$ cat src/rtl/q15_add_arbiter.sv
// q15_add_arbiter
//   Round-robin arbiter that shares one combinational Q15 64-bit saturating
//   adder among NREQ requesters. The winner's sum lands in a single
//   registered result slot, which is tagged with the requester index.
//
// Ports
//   clk          rising-edge clock
//   reset        synchronous, active-high reset
//   req_valid    [NREQ]      per-requester operation valid
//   req_a/req_b  [NREQ*64]   operands; slice i = bits [64*i+63:64*i]
//   req_ready    [NREQ]      one-hot grant (combinational)
//   res_valid    result slot holds a valid result
//   res_ready    downstream accepts the result
//   res_data     [64]        Q15 sum
//   res_id       [IDW]       index of the requester that produced res_data
//   res_nan      res_data is the NaN code
//   res_sat      res_data is +inf or -inf
//
// Optional feature (macro Q15_ARB_STATS_EN)
//   Adds stat_nan_cnt / stat_sat_cnt. Each is a 32-bit saturating count of
//   result-port handshakes that carried res_nan / res_sat.
//
// Note on NaN aliasing: a plain in-range sum can equal 64'h8000000000000000
// (for example c000.. + c000..). It is reported with res_nan=1 because the
// flag describes the output code, not how the code was produced. The same
// applies to res_sat for in-range sums equal to either inf code.
module q15_add_arbiter #(
  parameter int NREQ = 4,
  parameter int IDW  = 2
) (
  input  logic               clk,
  input  logic               reset,
  input  logic [NREQ-1:0]    req_valid,
  input  logic [NREQ*64-1:0] req_a,
  input  logic [NREQ*64-1:0] req_b,
  output logic [NREQ-1:0]    req_ready,
  output logic               res_valid,
  input  logic               res_ready,
  output logic [63:0]        res_data,
  output logic [IDW-1:0]     res_id,
  output logic               res_nan,
  output logic               res_sat
`ifdef Q15_ARB_STATS_EN
  ,
  output logic [31:0]        stat_nan_cnt,
  output logic [31:0]        stat_sat_cnt
`endif
);

  localparam logic [63:0] NAN_CODE = 64'h8000_0000_0000_0000;
  localparam logic [63:0] POS_INF  = 64'h7fff_ffff_ffff_ffff;
  localparam logic [63:0] NEG_INF  = 64'h8000_0000_0000_0001;

  // Q15 saturating add with NaN/inf special codes.
  // The direction of saturation follows bit 63 of the wrapped sum. This also
  // applies when an inf operand is involved.
  function automatic logic [63:0] q15_sat_add(input logic [63:0] a,
                                              input logic [63:0] b);
    logic [63:0] wsum;
    logic        a_nan;
    logic        b_nan;
    logic        a_inf;
    logic        b_inf;
    logic        ovf;
    logic [63:0] res;
    wsum  = a + b;
    a_nan = (a == NAN_CODE);
    b_nan = (b == NAN_CODE);
    a_inf = (a == POS_INF) || (a == NEG_INF);
    b_inf = (b == POS_INF) || (b == NEG_INF);
    ovf   = (a[63] == b[63]) && (wsum[63] != a[63]);
    if (a_nan || b_nan || (a_inf && b_inf)) begin
      res = NAN_CODE;
    end else if (a_inf || b_inf || ovf) begin
      res = wsum[63] ? POS_INF : NEG_INF;
    end else begin
      res = wsum;
    end
    return res;
  endfunction

  function automatic logic is_nan_code(input logic [63:0] d);
    return (d == NAN_CODE);
  endfunction

  function automatic logic is_sat_code(input logic [63:0] d);
    return (d == POS_INF) || (d == NEG_INF);
  endfunction

  logic [IDW-1:0] rr_ptr_r;
  logic           slot_free_s;
  logic           gvalid_s;
  logic [IDW-1:0] gidx_s;
  logic [NREQ-1:0] grant_s;
  logic [63:0]    a_sel_s;
  logic [63:0]    b_sel_s;
  logic [63:0]    sum_s;
  logic [IDW-1:0] rr_next_s;

  // Grants are suppressed during reset so that no operand is consumed on an
  // edge that also clears the slot.
  assign slot_free_s = !reset && (!res_valid || res_ready);
  assign req_ready   = grant_s;

  // Round-robin search: the first valid requester at or after rr_ptr wins.
  always_comb begin
    logic [IDW:0]   pos_v;
    logic [IDW-1:0] idx_v;
    logic           found_v;
    pos_v   = '0;
    idx_v   = '0;
    found_v = 1'b0;
    gidx_s  = '0;
    grant_s = '0;
    for (int k = 0; k < NREQ; k++) begin
      pos_v = {1'b0, rr_ptr_r} + (IDW+1)'(k);
      if (pos_v >= (IDW+1)'(NREQ)) begin
        pos_v = pos_v - (IDW+1)'(NREQ);
      end else begin
        pos_v = pos_v;
      end
      idx_v = pos_v[IDW-1:0];
      if (!found_v && slot_free_s && req_valid[idx_v]) begin
        found_v = 1'b1;
        gidx_s  = idx_v;
      end else begin
        found_v = found_v;
      end
    end
    for (int i = 0; i < NREQ; i++) begin
      grant_s[i] = found_v && (gidx_s == IDW'(i));
    end
    gvalid_s = found_v;
  end

  // Operand mux driven by the one-hot grant, followed by the shared adder.
  always_comb begin
    a_sel_s = '0;
    b_sel_s = '0;
    for (int i = 0; i < NREQ; i++) begin
      a_sel_s = a_sel_s | ({64{grant_s[i]}} & req_a[64*i +: 64]);
      b_sel_s = b_sel_s | ({64{grant_s[i]}} & req_b[64*i +: 64]);
    end
    sum_s = q15_sat_add(a_sel_s, b_sel_s);
  end

  // The pointer moves to the requester after the winner, modulo NREQ.
  always_comb begin
    if (gidx_s == IDW'(NREQ - 1)) begin
      rr_next_s = '0;
    end else begin
      rr_next_s = gidx_s + IDW'(1);
    end
  end

  // Result slot and round-robin pointer.
  always_ff @(posedge clk) begin
    if (reset) begin
      rr_ptr_r  <= '0;
      res_valid <= 1'b0;
      res_data  <= '0;
      res_id    <= '0;
      res_nan   <= 1'b0;
      res_sat   <= 1'b0;
    end else if (gvalid_s) begin
      rr_ptr_r  <= rr_next_s;
      res_valid <= 1'b1;
      res_data  <= sum_s;
      res_id    <= gidx_s;
      res_nan   <= is_nan_code(sum_s);
      res_sat   <= is_sat_code(sum_s);
    end else if (slot_free_s) begin
      res_valid <= 1'b0;
    end else begin
      res_valid <= res_valid;
    end
  end

`ifdef Q15_ARB_STATS_EN
  // Saturating counters of NaN / saturated results at each output handshake.
  always_ff @(posedge clk) begin
    if (reset) begin
      stat_nan_cnt <= 32'h0000_0000;
      stat_sat_cnt <= 32'h0000_0000;
    end else begin
      if (res_valid && res_ready && res_nan && (stat_nan_cnt != 32'hffff_ffff)) begin
        stat_nan_cnt <= stat_nan_cnt + 32'h0000_0001;
      end else begin
        stat_nan_cnt <= stat_nan_cnt;
      end
      if (res_valid && res_ready && res_sat && (stat_sat_cnt != 32'hffff_ffff)) begin
        stat_sat_cnt <= stat_sat_cnt + 32'h0000_0001;
      end else begin
        stat_sat_cnt <= stat_sat_cnt;
      end
    end
  end
`endif

endmodule

$ cat config.mk
export PLATFORM = sky130hd
export DESIGN_NAME = q15_add_arbiter
export DESIGN_NICKNAME = d
export VERILOG_FILES = /design/src/rtl/q15_add_arbiter.sv
export SDC_FILE = /design/constraint.sdc
export NUM_CORES = 1
export LEC_CHECK = 0
export ABC_AREA = 1
export CAP_MARGIN = 5
export CORE_AREA = 2 2 227 229
export DETAILED_ROUTE_END_ITERATION = 12
export DIE_AREA = 0 0 229 231
export PLACE_DENSITY_LB_ADDON = 0.2
export SETUP_SLACK_MARGIN = 0.15
export SLEW_MARGIN = 30
export SYNTH_ARGS = -nofsm -noshare
export SYNTH_HDL_FRONTEND = slang
export SYNTH_SLANG_ARGS = --single-unit
$ cat constraint.sdc
create_clock -name clk -period 10.43 [get_ports clk]
set_clock_uncertainty 0.15 [all_clocks]
set_input_delay 2.086 -clock clk [delete_from_list [all_inputs] [get_ports clk]]
set_output_delay 2.086 -clock clk [all_outputs]
set_load 0.03 [all_outputs]
==> results.cfg <==
[sta]
slew_violations = 0
max_freq_ghz = 0.103
fin_tns_setup_ns = 0
whs_ns = 0.334
layout_setup_ws_ns = 0.747
finalSetupViolCount = 0
relSlewSlack_pct = 28.2
period_needed_ns = 9.68
rsz0062_at_grt = true
timing.final.crit_share_pct = 92.8
hold_violations = 0
worst_pin_slew_ns = 1.07

[synth]
syn_nets = 3542
syn_inst = 2959
synth-async-reset-ratio_pct = 0
synth_edf_count = 0
netlist.area_leader.share_pct = 24.1
synth_common_cells = nand2_1, nor2_1, inv_1, nand3_1, a21oi_1
yosys_warnings = 0
yosysMostFrequentCell = nand2_1
yosysSeqAreaShare_pct = 9.55
ys_ff_latch = 71
synth_top_flop_cell = dfxtp_1
synth.cell_area_um2 = 14900
synth_area_per_cell_um2 = 5.03
yosysTopAreaCell = nand2_1
synth_area_leaders = nand2_1, nor2_1, inv_1
ys_types = 55

[grt]
grt_pass1_vias = 20700
grt_overflow = 0
grt_use_total_pct = 32.2
grt_start_max_net_pins = 130
antenna_found_initial = 9
grt_pass1_wl_um = 129000

[die]
fp.coreArea_um2 = 50700
start_util_pct = 29.4
rows = 83
boundaryPins = 592
die_x_um = 229
die_h_um = 231
dieArea_um2 = 52900

[clock_network]
cts_root_buffer = clkbuf_16
clock-sinks = 71
clk_latency_ns = 0.33
clkTransAtPathRegs_ns = 0.06
htreeDepth = 3
cts_tree = done
ctsResizeCount = 0
post_cts_buffers = 0
clockBufferDepth = 2
hold_buffers = 0
cts_buffers = 9

[final_layout]
final-seq-area_um2 = 1420
n_fill_cell = 5817
multi_input_area_um2 = 11300
areaGrowthSynthToFinish_pct = 45.8
nets = 4069
final_cell_area_um2 = 21700
drive_gt1_share_pct = 2.98

[critical_path]
worst_setup_path_start_kind = input port
r2r-end = res_nan
worst_r2r_path_depth = 37
rr_startpoint = rr_ptr_r[0]
cpPeakStageDelay_ns = 0.62
cp_max_fo = 32
critPathCaptureType = flop
r2r_slack_ns = 2.52
critPathRequiredTime_ns = 10.54
cp_data_arrival_time_ns = 9.79
cp_common_cell = nand2_1
cp_slowest_cell = clkdlybuf4s50_1
worstSetupPathType = input port to flop

[hold_path]
worstHoldEndpoint = res_id[1]
hold_start = res_id[1]
hold_path_depth = 2
min_path_type = flop to flop

[placed_design]
port_buffers = 591
place.gp.congestion = 1.00
dp_slack_ns = 0.349
dp_hpwl_um = 76500
place_area_um2 = 21300

[run_status]
status = complete, no violations

[route]
firstDrtPassIters = 7
drc = 0
wire_per_inst_um = 21.1
drt_iter0_drc = 1738
vias = 21200
drt-total-wl_um = 88200
ant_nets = 0
via_per_inst = 5.07

[job]
maxCapViolations = 0
cell families (layout without fill, tap and decap cells):
family,Yosys count,after routing,share of synthesized area [%]
other,0,4,0
AOI/OAI and AO/OA,417,418,15.3
and+or+nand+nor,1853,1854,53.1
adders and majority gates,64,64,5.38
xor gates and xnor gates,34,34,2.00
buffers and inverters,520,1050,14.6
DFF,71,71,9.55
state kept, by name, indices dropped and copies added, names as in the netlist:
signal	flops
res_id	2
res_valid	1
res_data	64
res_sat	1
res_nan	1
rr_ptr_r	2
metal layers:
layer	vias to the layer above	wire (um)	track usage (%)	share of wire, %
met5	-	12	0	0.014
met1	9516	36600	39.5	41
met3	129	5890	4.34	6.7
met2	925	42400	57.7	48
met4	2	3350	10.6	3.8
li1	10600	-	-	-
how the worst max path moves through the flow:
stage               to  slack (ns)       from
2_1_floorplan  res_nan        3.34  res_ready
3_3_place_gp   res_nan        0.40      reset
3_5_place_dp   res_nan        0.35      reset
4_1_cts        res_nan        0.66      reset
5_1_grt        res_nan        0.12      reset
6_report       res_nan        0.75      reset
cell type report:
type | count | area share [%]
Antenna cell | 4 | 0.0461
Tap cell | 680 | 3.92
Inverter | 407 | 7.08
Timing Repair Buffer | 627 | 28.7
Multi-Input combinational cell | 2370 | 52.2
Clock buffer | 11 | 1.16
Clock inverter | 5 | 0.369
Sequential cell | 71 | 6.55
placed cells by master, fill, tap and decap left out, types with 4 or more instances in the layout:
cell and n:
nand2_1 957, clkdlybuf4s50_1 591, nor2_1 407, inv_1 393
nand3_1 218, a21oi_1 199, o21ai_0 138, nand4_1 132
dfxtp_1 71, ha_1 64, nor3_1 61, buf_4 32
o21a_1 28, o21ai_1 20, xnor2_1 20, nand3b_1 18
nor4_1 15, xor2_1 14, nand2_2 10, inv_2 9
clkbuf_16 9, and2_1 8, a31oi_1 6, nor2_2 6
diode_2 4, and3_1 4
critical path, delay by kind of cell:
family,cells,cell delay [ns]
adder cells (fa/ha/maj),2,0.92
buffers and inverters,9,2.22
AO/OA/AOI/OAI,8,1.52
AND/OR/NAND/NOR,17,2.99
metrics by stage:
step                cells  util [%]
CTS                  4169      42.7
floorplan            2959         -
finish               4175      42.8
global placement     4153      42.1
detailed placement   4153      42.1
global route         4175      42.8
Power is left out: the tool's default activity adds up to more than one toggle a clock period on the data nets, which glitch-free logic cannot reach.
